===== src/rtl/i2c_pkg.sv =====
// Shared I2C timing defaults and line-drive encoding used by the master protocol stages.
package i2c_pkg;

  localparam int unsigned CLK_CYCLES      = 500;
  localparam int unsigned BUS_FREE_CYCLES = 470;
  localparam int unsigned TIMEOUT_CYCLES  = 100000;

  // Open-drain enables: 0 pulls the line low, 1 lets the pull-up win.
  localparam logic LINE_DRIVE_LOW = 1'b0;
  localparam logic LINE_RELEASE   = 1'b1;

  function automatic int unsigned cnt_width(input int unsigned n);
    return (n > 1) ? $clog2(n) : 1;
  endfunction

endpackage


===== src/rtl/i2c_bus_free_detect.sv =====
// Watches both I2C lines while enabled and flags either a full bus-free window
// or a timeout, each as a registered one-cycle pulse.
module i2c_bus_free_detect #(
  parameter int unsigned BUS_FREE_CYCLES = 470,
  parameter int unsigned TIMEOUT_CYCLES  = 100000
) (
  input  logic clk,
  input  logic reset,
  input  logic enable,
  input  logic scl_read,
  input  logic sda_read,
  output logic bus_free,
  output logic bus_timeout
);
  import i2c_pkg::*;

  localparam int FREE_W = cnt_width(BUS_FREE_CYCLES);
  localparam int TMO_W  = cnt_width(TIMEOUT_CYCLES);

  logic [FREE_W-1:0] free_cnt;
  logic [TMO_W-1:0]  timeout_cnt;
  logic              lines_high;
  logic              free_hit;
  logic              timeout_hit;

  assign lines_high  = scl_read & sda_read;
  assign free_hit    = lines_high && (free_cnt == FREE_W'(BUS_FREE_CYCLES - 1));
  assign timeout_hit = (timeout_cnt == TMO_W'(TIMEOUT_CYCLES - 1));

  // Any low sample restarts the window; a completed window beats a same-cycle timeout.
  always_ff @(posedge clk or posedge reset) begin
    if (reset) begin
      free_cnt    <= '0;
      timeout_cnt <= '0;
      bus_free    <= 1'b0;
      bus_timeout <= 1'b0;
    end else if (!enable) begin
      free_cnt    <= '0;
      timeout_cnt <= '0;
      bus_free    <= 1'b0;
      bus_timeout <= 1'b0;
    end else begin
      free_cnt    <= lines_high ? free_cnt + 1'b1 : '0;
      timeout_cnt <= timeout_cnt + 1'b1;
      bus_free    <= free_hit;
      bus_timeout <= timeout_hit & ~free_hit;
    end
  end

endmodule


===== src/rtl/protocol_start.sv =====
// I2C master START generator: waits for a free bus, drops SDA while SCL is high,
// then pulls SCL low and hands the owned bus to the byte stages.
module protocol_start #(
  parameter int unsigned CLK_CYCLES      = i2c_pkg::CLK_CYCLES,
  parameter int unsigned BUS_FREE_CYCLES = i2c_pkg::BUS_FREE_CYCLES,
  parameter int unsigned TIMEOUT_CYCLES  = i2c_pkg::TIMEOUT_CYCLES
) (
  input  logic clk,
  input  logic reset,
  input  logic start_flag,
  input  logic scl_read,
  input  logic sda_read,
  output logic scl_en,
  output logic sda_en,
  output logic complete,
  output logic error
);
  import i2c_pkg::*;

  localparam int CNT_W = cnt_width(CLK_CYCLES);

  typedef enum logic [2:0] {
    IDLE       = 3'd0,
    CHECK_BUS  = 3'd1,
    HOLD_START = 3'd2,
    SCL_LOW    = 3'd3,
    DONE       = 3'd4,
    ERROR      = 3'd5
  } state_t;

  state_t           state;
  state_t           next_state;
  logic [CNT_W-1:0] clk_counter;
  logic [CNT_W-1:0] clk_counter_next;
  logic             scl_en_next;
  logic             sda_en_next;
  logic             complete_next;
  logic             error_next;
  logic             illegal_state;
  logic             bus_free;
  logic             bus_timeout;

  i2c_bus_free_detect #(
    .BUS_FREE_CYCLES(BUS_FREE_CYCLES),
    .TIMEOUT_CYCLES (TIMEOUT_CYCLES)
  ) u_bus_free_detect (
    .clk        (clk),
    .reset      (reset),
    .enable     (state == CHECK_BUS),
    .scl_read   (scl_read),
    .sda_read   (sda_read),
    .bus_free   (bus_free),
    .bus_timeout(bus_timeout)
  );

  always_ff @(posedge clk or posedge reset) begin
    if (reset) begin
      state       <= IDLE;
      clk_counter <= '0;
      scl_en      <= LINE_RELEASE;
      sda_en      <= LINE_RELEASE;
      complete    <= 1'b0;
      error       <= 1'b0;
    end else begin
      state       <= next_state;
      clk_counter <= clk_counter_next;
      scl_en      <= scl_en_next;
      sda_en      <= sda_en_next;
      complete    <= complete_next;
      error       <= error_next;
    end
  end

  // Outputs are decoded from the state being entered so they switch on the same edge.
  always_comb begin
    next_state       = state;
    clk_counter_next = '0;
    illegal_state    = 1'b0;
    scl_en_next      = scl_en;
    sda_en_next      = sda_en;
    complete_next    = 1'b0;
    error_next       = 1'b0;

    case (state)
      IDLE: begin
        if (start_flag) next_state = CHECK_BUS;
      end
      CHECK_BUS: begin
        if (bus_free)         next_state = HOLD_START;
        else if (bus_timeout) next_state = ERROR;
      end
      HOLD_START: begin
        if (!scl_read)                                   next_state = ERROR;
        else if (clk_counter == CNT_W'(CLK_CYCLES - 1))  next_state = SCL_LOW;
        else                                             clk_counter_next = clk_counter + 1'b1;
      end
      SCL_LOW: begin
        if (clk_counter == CNT_W'(CLK_CYCLES / 2 - 1)) next_state = DONE;
        else                                           clk_counter_next = clk_counter + 1'b1;
      end
      DONE:    next_state = IDLE;
      ERROR:   next_state = IDLE;
      default: begin
        next_state    = IDLE;
        illegal_state = 1'b1;
      end
    endcase

    case (next_state)
      CHECK_BUS: begin
        scl_en_next = LINE_RELEASE;
        sda_en_next = LINE_RELEASE;
      end
      HOLD_START: begin
        scl_en_next = LINE_RELEASE;
        sda_en_next = LINE_DRIVE_LOW;
      end
      SCL_LOW: begin
        scl_en_next = LINE_DRIVE_LOW;
        sda_en_next = LINE_DRIVE_LOW;
      end
      DONE: begin
        scl_en_next   = LINE_DRIVE_LOW;
        sda_en_next   = LINE_DRIVE_LOW;
        complete_next = 1'b1;
      end
      ERROR: begin
        scl_en_next = LINE_RELEASE;
        sda_en_next = LINE_RELEASE;
        error_next  = 1'b1;
      end
      default: begin
      end
    endcase

    // A corrupted state register recovers with the bus released.
    if (illegal_state) begin
      scl_en_next = LINE_RELEASE;
      sda_en_next = LINE_RELEASE;
    end
  end

endmodule


===== config.mk =====
export PLATFORM = sky130hd
export DESIGN_NAME = protocol_start
export DESIGN_NICKNAME = d
export VERILOG_FILES = /design/src/rtl/i2c_pkg.sv /design/src/rtl/i2c_bus_free_detect.sv /design/src/rtl/protocol_start.sv
export SDC_FILE = /design/constraint.sdc
export NUM_CORES = 1
export LEC_CHECK = 0
export CORE_MARGIN = 1
export CORE_UTILIZATION = 67
export CTS_BUF_LIST = sky130_fd_sc_hd__clkbuf_2
export DETAILED_ROUTE_END_ITERATION = 6
export PLACE_DENSITY_LB_ADDON = 0.12
export SYNTH_ARGS = -nofsm -noshare
export SYNTH_HDL_FRONTEND = slang
export SYNTH_SLANG_ARGS = --single-unit
export TNS_END_PERCENT = 50

===== constraint.sdc =====
create_clock -name clk -period 2.7 [get_ports clk]
set_input_delay 0.54 -clock clk [delete_from_list [all_inputs] [get_ports clk]]
set_output_delay 0.54 -clock clk [all_outputs]
set_load 0.02 [all_outputs]

-- After elaboration in Yosys (flattened, before gate mapping)
Index checks and enable logic that the tools add are counted.
- add/subtract/negate cells: 3
- eq/ne operators: 16
- reductions and logical operators: 7
- muxes and demuxes: 22
- bitwise operators: 3
- operators by type and width (operator ; number):
    $mux W9 ; 5
    $add A9 B1 Y9 const B ; 2
    $eq A9 B9 Y1 const B ; 2
    $mux W3 ; 6
    $pmux W9 S2 ; 1
    $add A17 B1 Y17 const B ; 1
    $eq A17 B17 Y1 const B ; 1
    $mux W17 ; 1
    $eq A3 B2 Y1 const B ; 4
    $eq A3 B3 Y1 const B ; 4
    $pmux W3 S4 ; 1
    $eq A9 B8 Y1 const B ; 1
    $eq A3 B1 Y1 const B ; 2
    $mux W1 ; 6
    $ne A3 B3 Y1 const B ; 2
    $reduce_or A3 Y1 ; 2
    $reduce_or A6 Y1 ; 1
    $pmux W1 S2 ; 2
    $reduce_or A2 Y1 ; 2
    $logic_not A3 Y1 ; 1
    $and A1 B1 Y1 ; 2
    $logic_and A1 B1 Y1 ; 1
    $not A1 Y1 ; 1
- register bits: 44
- output and inout port bits: 4
- input port bits: 5
- logic and storage cells: 61

-- Depth between registers and ports, before layout
- depth after elaboration: 8
- depth in mapped cells: 7
- mapped depth without buffers: 7

-- Cells and area by module
From an unflattened synthesis, not the netlist that was laid out.
- cells, all modules: 211
- area total of the unflattened synthesis: 2105.8 um^2
- modules (own cells, without submodules) (module ; sequential area each (um^2) ; cells an instance ; times used ; area each (um^2)):
    i2c_bus_free_detect ; 700.7 ; 134 ; 1 ; 1330.0
    protocol_start ; 402.9 ; 77 ; 1 ; 775.7

-- Worst setup path before layout
No wires, ideal clock.
- kind: reg-to-reg
- from: reg clk_counter[0]
- to: reg scl_en
- data arrival time: 1.545 ns
- library setup time: 0.073 ns
- buffers on the path: 0
- clock period less this slack: 1.618 ns
- path slack: 1.082 ns
- cell stages (with the launch flop): 7
- data required time: 2.627 ns
- cells stage by stage: dfrtp_1 > ha_1 > nand2_1 > o41a_1 > or3b_4 > a2bb2oi_1 > a21oi_1
- word-level cells in the longest chain between the ends: 8
- elaborated cells on any way between the ends: 16
- those cells by class: eq/ne: 8; mux: 6; reduce/logical: 2
- RTL lines (what ; line ; source):
    from (decl) ; protocol_start.sv:33 ; logic [CNT_W-1:0] clk_counter;
    from (signal assigned) ; protocol_start.sv:66 ; clk_counter <= clk_counter_next;
    $eq A9 B9 Y1 ; protocol_start.sv:94 ; else if (clk_counter == CNT_W'(CLK_CYCLES - 1)) next_state = SCL_LOW;
    $mux W3 ; protocol_start.sv:94 ;
    $mux W3 ; protocol_start.sv:93 ; if (!scl_read) next_state = ERROR;
    $pmux W3 S4 * ; protocol_start.sv:84 ; case (state)
    $eq A3 B3 Y1, or another cell as far along ; protocol_start.sv:109 ; case (next_state)
    $reduce_or A3 Y1 (no source line) or $reduce_or A2 Y1 (tied branches) ; - ;
    $pmux W1 S2 ; protocol_start.sv:109 ;
    $mux W1 ; protocol_start.sv:137 ; if (illegal_state) begin
    to (signal assigned) ; protocol_start.sv:67 ; scl_en <= scl_en_next;
    to (decl) ; protocol_start.sv:13 ; output logic scl_en,
Every way passes the cells marked *; elsewhere a longest branch is shown, timed or not.
A chain may end at the register's enable or synchronous reset.

-- Final worst setup path
- from: reg scl_en
- to: out scl_en
No word-level cell between the ends.

==> run summary <==
- 0.401 mV — maximum VDD drop
- clk_counter[0]$_DFF_PP0_ — startpoint of the worst register-to-register path
- 0 — final global-route overflow total
- 0 — number of enable flip-flop cells after synthesis
- 471 MHz — fmax
- register to primary output — critical path type
- 1 — Buf/Inv on CP
- 9 — I/O pins
- 44 — clock tree sinks
- 0 — Maximum Capacitance Violations
- 2810 um — Detailed Place HPWL
- 238 — net total in the final layout
- 0 — number of setup buffers added after CTS
- 33 — number of unique standard cell types used by synthesis
- 215 — post-synthesis instance total
- 6.58% — proportion of layout cells with a drive suffix above 1
- 270 — Post-Layout Cell Count
- sky130_fd_sc_hd__clkdlybuf4s50_1 — critical-path cell with the highest stage delay
- sky130_fd_sc_hd__dfrtp_1 — cell accounting for the most synthesized area
- 0 — number of remaining DRC errors
- 190 ps — clk slew on worst S/H paths
- primary input to asynchronous set/reset pin — worst min-delay path class
- 2880 um2 — Placeable Area
- 2 — clock buffer depth
- 1580 ps — arrival time of data at the critical path endpoint
- 2 — H-tree depth
- 1,556 — vias in the first global route
- 2160 ps — data required time of the critical path
- 1.17 mW — total power of the final layout
- 60.4% — worst slew slack as a fraction of its limit
- scl_en$_DFFE_PP1P_ — Crit Reg-Reg Endpoint
- 19 — total number of placement rows
- 8.56% — synth-to-layout area growth
- 5 — number of detailed-routing iterations run before antenna repair
- 2250 um2 — area of placed instances
- 0 — Antenna Diode Count
- 263 — # placed instances
- 0 — hold buffer count at cts
- 225 — synthesized net count
- 5.86 — post-DR vias/cell
- 42 x sky130_fd_sc_hd__dfrtp_1, 36 x sky130_fd_sc_hd__nor2_1, 17 x sky130_fd_sc_hd__nand2_1, 15 x sky130_fd_sc_hd__nand3_1, 13 x sky130_fd_sc_hd__xnor2_1 — synth cell count leaders
- false — RSZ-0062 raised after global routing
- 420 ps — worst skew pair latency
- 2120 ps — post-layout minimum cycle time
- 610 ps — slowest cell delay on critical path
- 0 — synth warn
- sky130_fd_sc_hd__dfrtp_1 — library cell with the highest instance count after synthesis
- 49.9% — top-area cell type share of the netlist area
- 3370 um2 — area of the die
- 0 — antenna-violating nets left
- 52.4% — sequential element share of the synthesized area
- 0 — Resized cells post-CTS
- clkdlybuf4s50_1 — cells along the critical path
- completed — result of the run
- 78.7% — Tcrit/Tclk final
- register — Worst Setup Start Kind
- 0 — number of antenna violations at the first check in global routing
- 2 — crit-path max FO
- 31 — largest net degree at the start of global routing
- 0.884 — Final GP Congestion
- 2110 um2 — Netlist Area Pre-Place
- primary output — endpoint kind of the worst setup timing path
- 26.5% — overall routing resource usage
- 0 — total of endpoints with negative setup slack in the final report
- 6 — number of cells on the worst reg-to-reg path
- 14.4 um — final routed wire length divided by cell count
- 79.5% — post-layout util
- sky130_fd_sc_hd__dfrtp_1 — Primary FF master, synth
- 860 ps — reg2reg setup slack
- 0 — number of hold-slack violations in the final timing report
- 100% — Async S/R FF share, synth
- 35.0 ps — Worst Skew
- 2290 um2 — final design instance area without fill
- 58.1 um — die width
- buffers and inverters — largest delay contributor family on the critical path
- 6610 um — first-pass GRT wire length
- yes — TritonCTS clock tree
- 58.1 um — die height
- sky130_fd_sc_hd__clkbuf_2 — Clock Root Buffer
- 3880 um — total detailed-routing wirelength
- 513 nW/um2 — PD cells
- 1,581 — via count
- 5 — Inserted Clock Buffers
- 44 — count of state elements after synthesis
- 101 — Detailed Route Iter0 Violations
- 0 ps — setup TNS
- 9.79 um2 — post-synthesis average cell area
- 8 — Port-buffer cells
- sky130_fd_sc_hd__dfrtp_1 50%, sky130_fd_sc_hd__nor2_1 6.4%, sky130_fd_sc_hd__xnor2_1 5.4% — top cells by area in the synthesized netlist
- 0.978 nW — LEAKAGE
- 73.2% — starting density of the core
- 0 — number of max-slew violations in the final report
- 593 ps — transition at the pin with the smallest max-transition slack
[cell usage in the layout, fill, tap and decap left out, types with 3 or more instances in the layout]
cell                              Yosys  routed
sky130_fd_sc_hd__clkbuf_2             0       6
sky130_fd_sc_hd__ha_1                 5       5
sky130_fd_sc_hd__dfrtp_1             42      42
sky130_fd_sc_hd__o21ai_0              8       8
sky130_fd_sc_hd__xor2_1              12      12
sky130_fd_sc_hd__nor3_1               8       8
sky130_fd_sc_hd__inv_1                6       6
sky130_fd_sc_hd__clkdlybuf4s50_1      0       8
sky130_fd_sc_hd__nor3b_1              4       4
sky130_fd_sc_hd__or3_1                5       5
sky130_fd_sc_hd__nand4_1              3       3
sky130_fd_sc_hd__nand2_1             17      17
sky130_fd_sc_hd__and3_1               7       7
sky130_fd_sc_hd__nor2_1              36      36
sky130_fd_sc_hd__a21oi_1             11      11
sky130_fd_sc_hd__xnor2_1             13      13
sky130_fd_sc_hd__nand3_1             15      15
[how the worst max path moves through the flow]
| stage | startpoint | end | slack (ps) | depth (start not counted) |
|---|---|---|---|---|
| 2_1_floorplan | clk_counter[0]$_DFF_PP0_ | scl_en$_DFFE_PP1P_ | 1080 | 6 |
| 3_3_place_gp | scl_read | clk_counter[4]$_DFF_PP0_ | 800 | 5 |
| 3_5_place_dp | scl_read | clk_counter[4]$_DFF_PP0_ | 740 | 5 |
| 4_1_cts | scl_en$_DFFE_PP1P_ | scl_en | 560 | 1 |
| 5_1_grt | scl_en$_DFFE_PP1P_ | scl_en | 510 | 1 |
| 6_report | scl_en$_DFFE_PP1P_ | scl_en | 580 | 1 |
[kinds of logic after synthesis]
group                    count (synthesis)  share of synthesized area (%)
adder cells (fa/ha/maj)                  5                           2.97
AND/OR/NAND/NOR                        106                           25.3
XOR/XNOR                                25                           10.4
flip-flops                              44                           52.4
multiplexers                             1                          0.535
AO/OA/AOI/OAI                           24                           6.65
buffers and inverters                   10                           1.78
[worst reg2reg max path, stage by stage (launching register included)]
cell                      delay (ps)
sky130_fd_sc_hd__dfrtp_1         450
sky130_fd_sc_hd__ha_1            240
sky130_fd_sc_hd__nand2_1          80
sky130_fd_sc_hd__o41a_1          320
sky130_fd_sc_hd__or3b_4          400
sky130_fd_sc_hd__o21ai_0         200
sky130_fd_sc_hd__a21oi_1         100
[metal layers]
metal / GRT usage (%) / vias to the layer above / wire [um]
li1: - / 759 / -
met1: 32.9 / 758 / 1710
met2: 43.5 / 49 / 1850
met3: 7.81 / 15 / 213
met4: 10.9 / 0 / 108
met5: 0 / - / 0
[stage by stage]
stage               hold WS (ps)  setup WS, ps
floorplan                    453          1080
global placement             465           804
detailed placement           501           741
CTS                          491           560
global route                 540           513
finish                       479           576
[layout make-up]
type	instances	area, um2
sequential	44	1100
multi-input combinational	161	965
fill	188	591
timing repair buffer	10	108
tap	42	52.6
clock buffer	6	30.0
inverter	6	22.5
clock inverter	1	5.00
[where the power goes]
group	switching (mW)	leakage, nW	internal (mW)	total [mW]
sequential	0.0590	0.587	0.711	0.770
clock	0.197	0.0288	0.0617	0.258
combinational	0.0790	0.361	0.0639	0.143
[flip-flops by register name (all words and copies together), names as in the netlist]
register / flops
complete: 1
error: 1
u_bus_free_detect.bus_free: 1
u_bus_free_detect.bus_timeout: 1
clk_counter: 9
scl_en: 1
sda_en: 1
state: 3
u_bus_free_detect.timeout_cnt: 17
u_bus_free_detect.free_cnt: 9
Note: power is estimated with default switching activity, not from simulation.
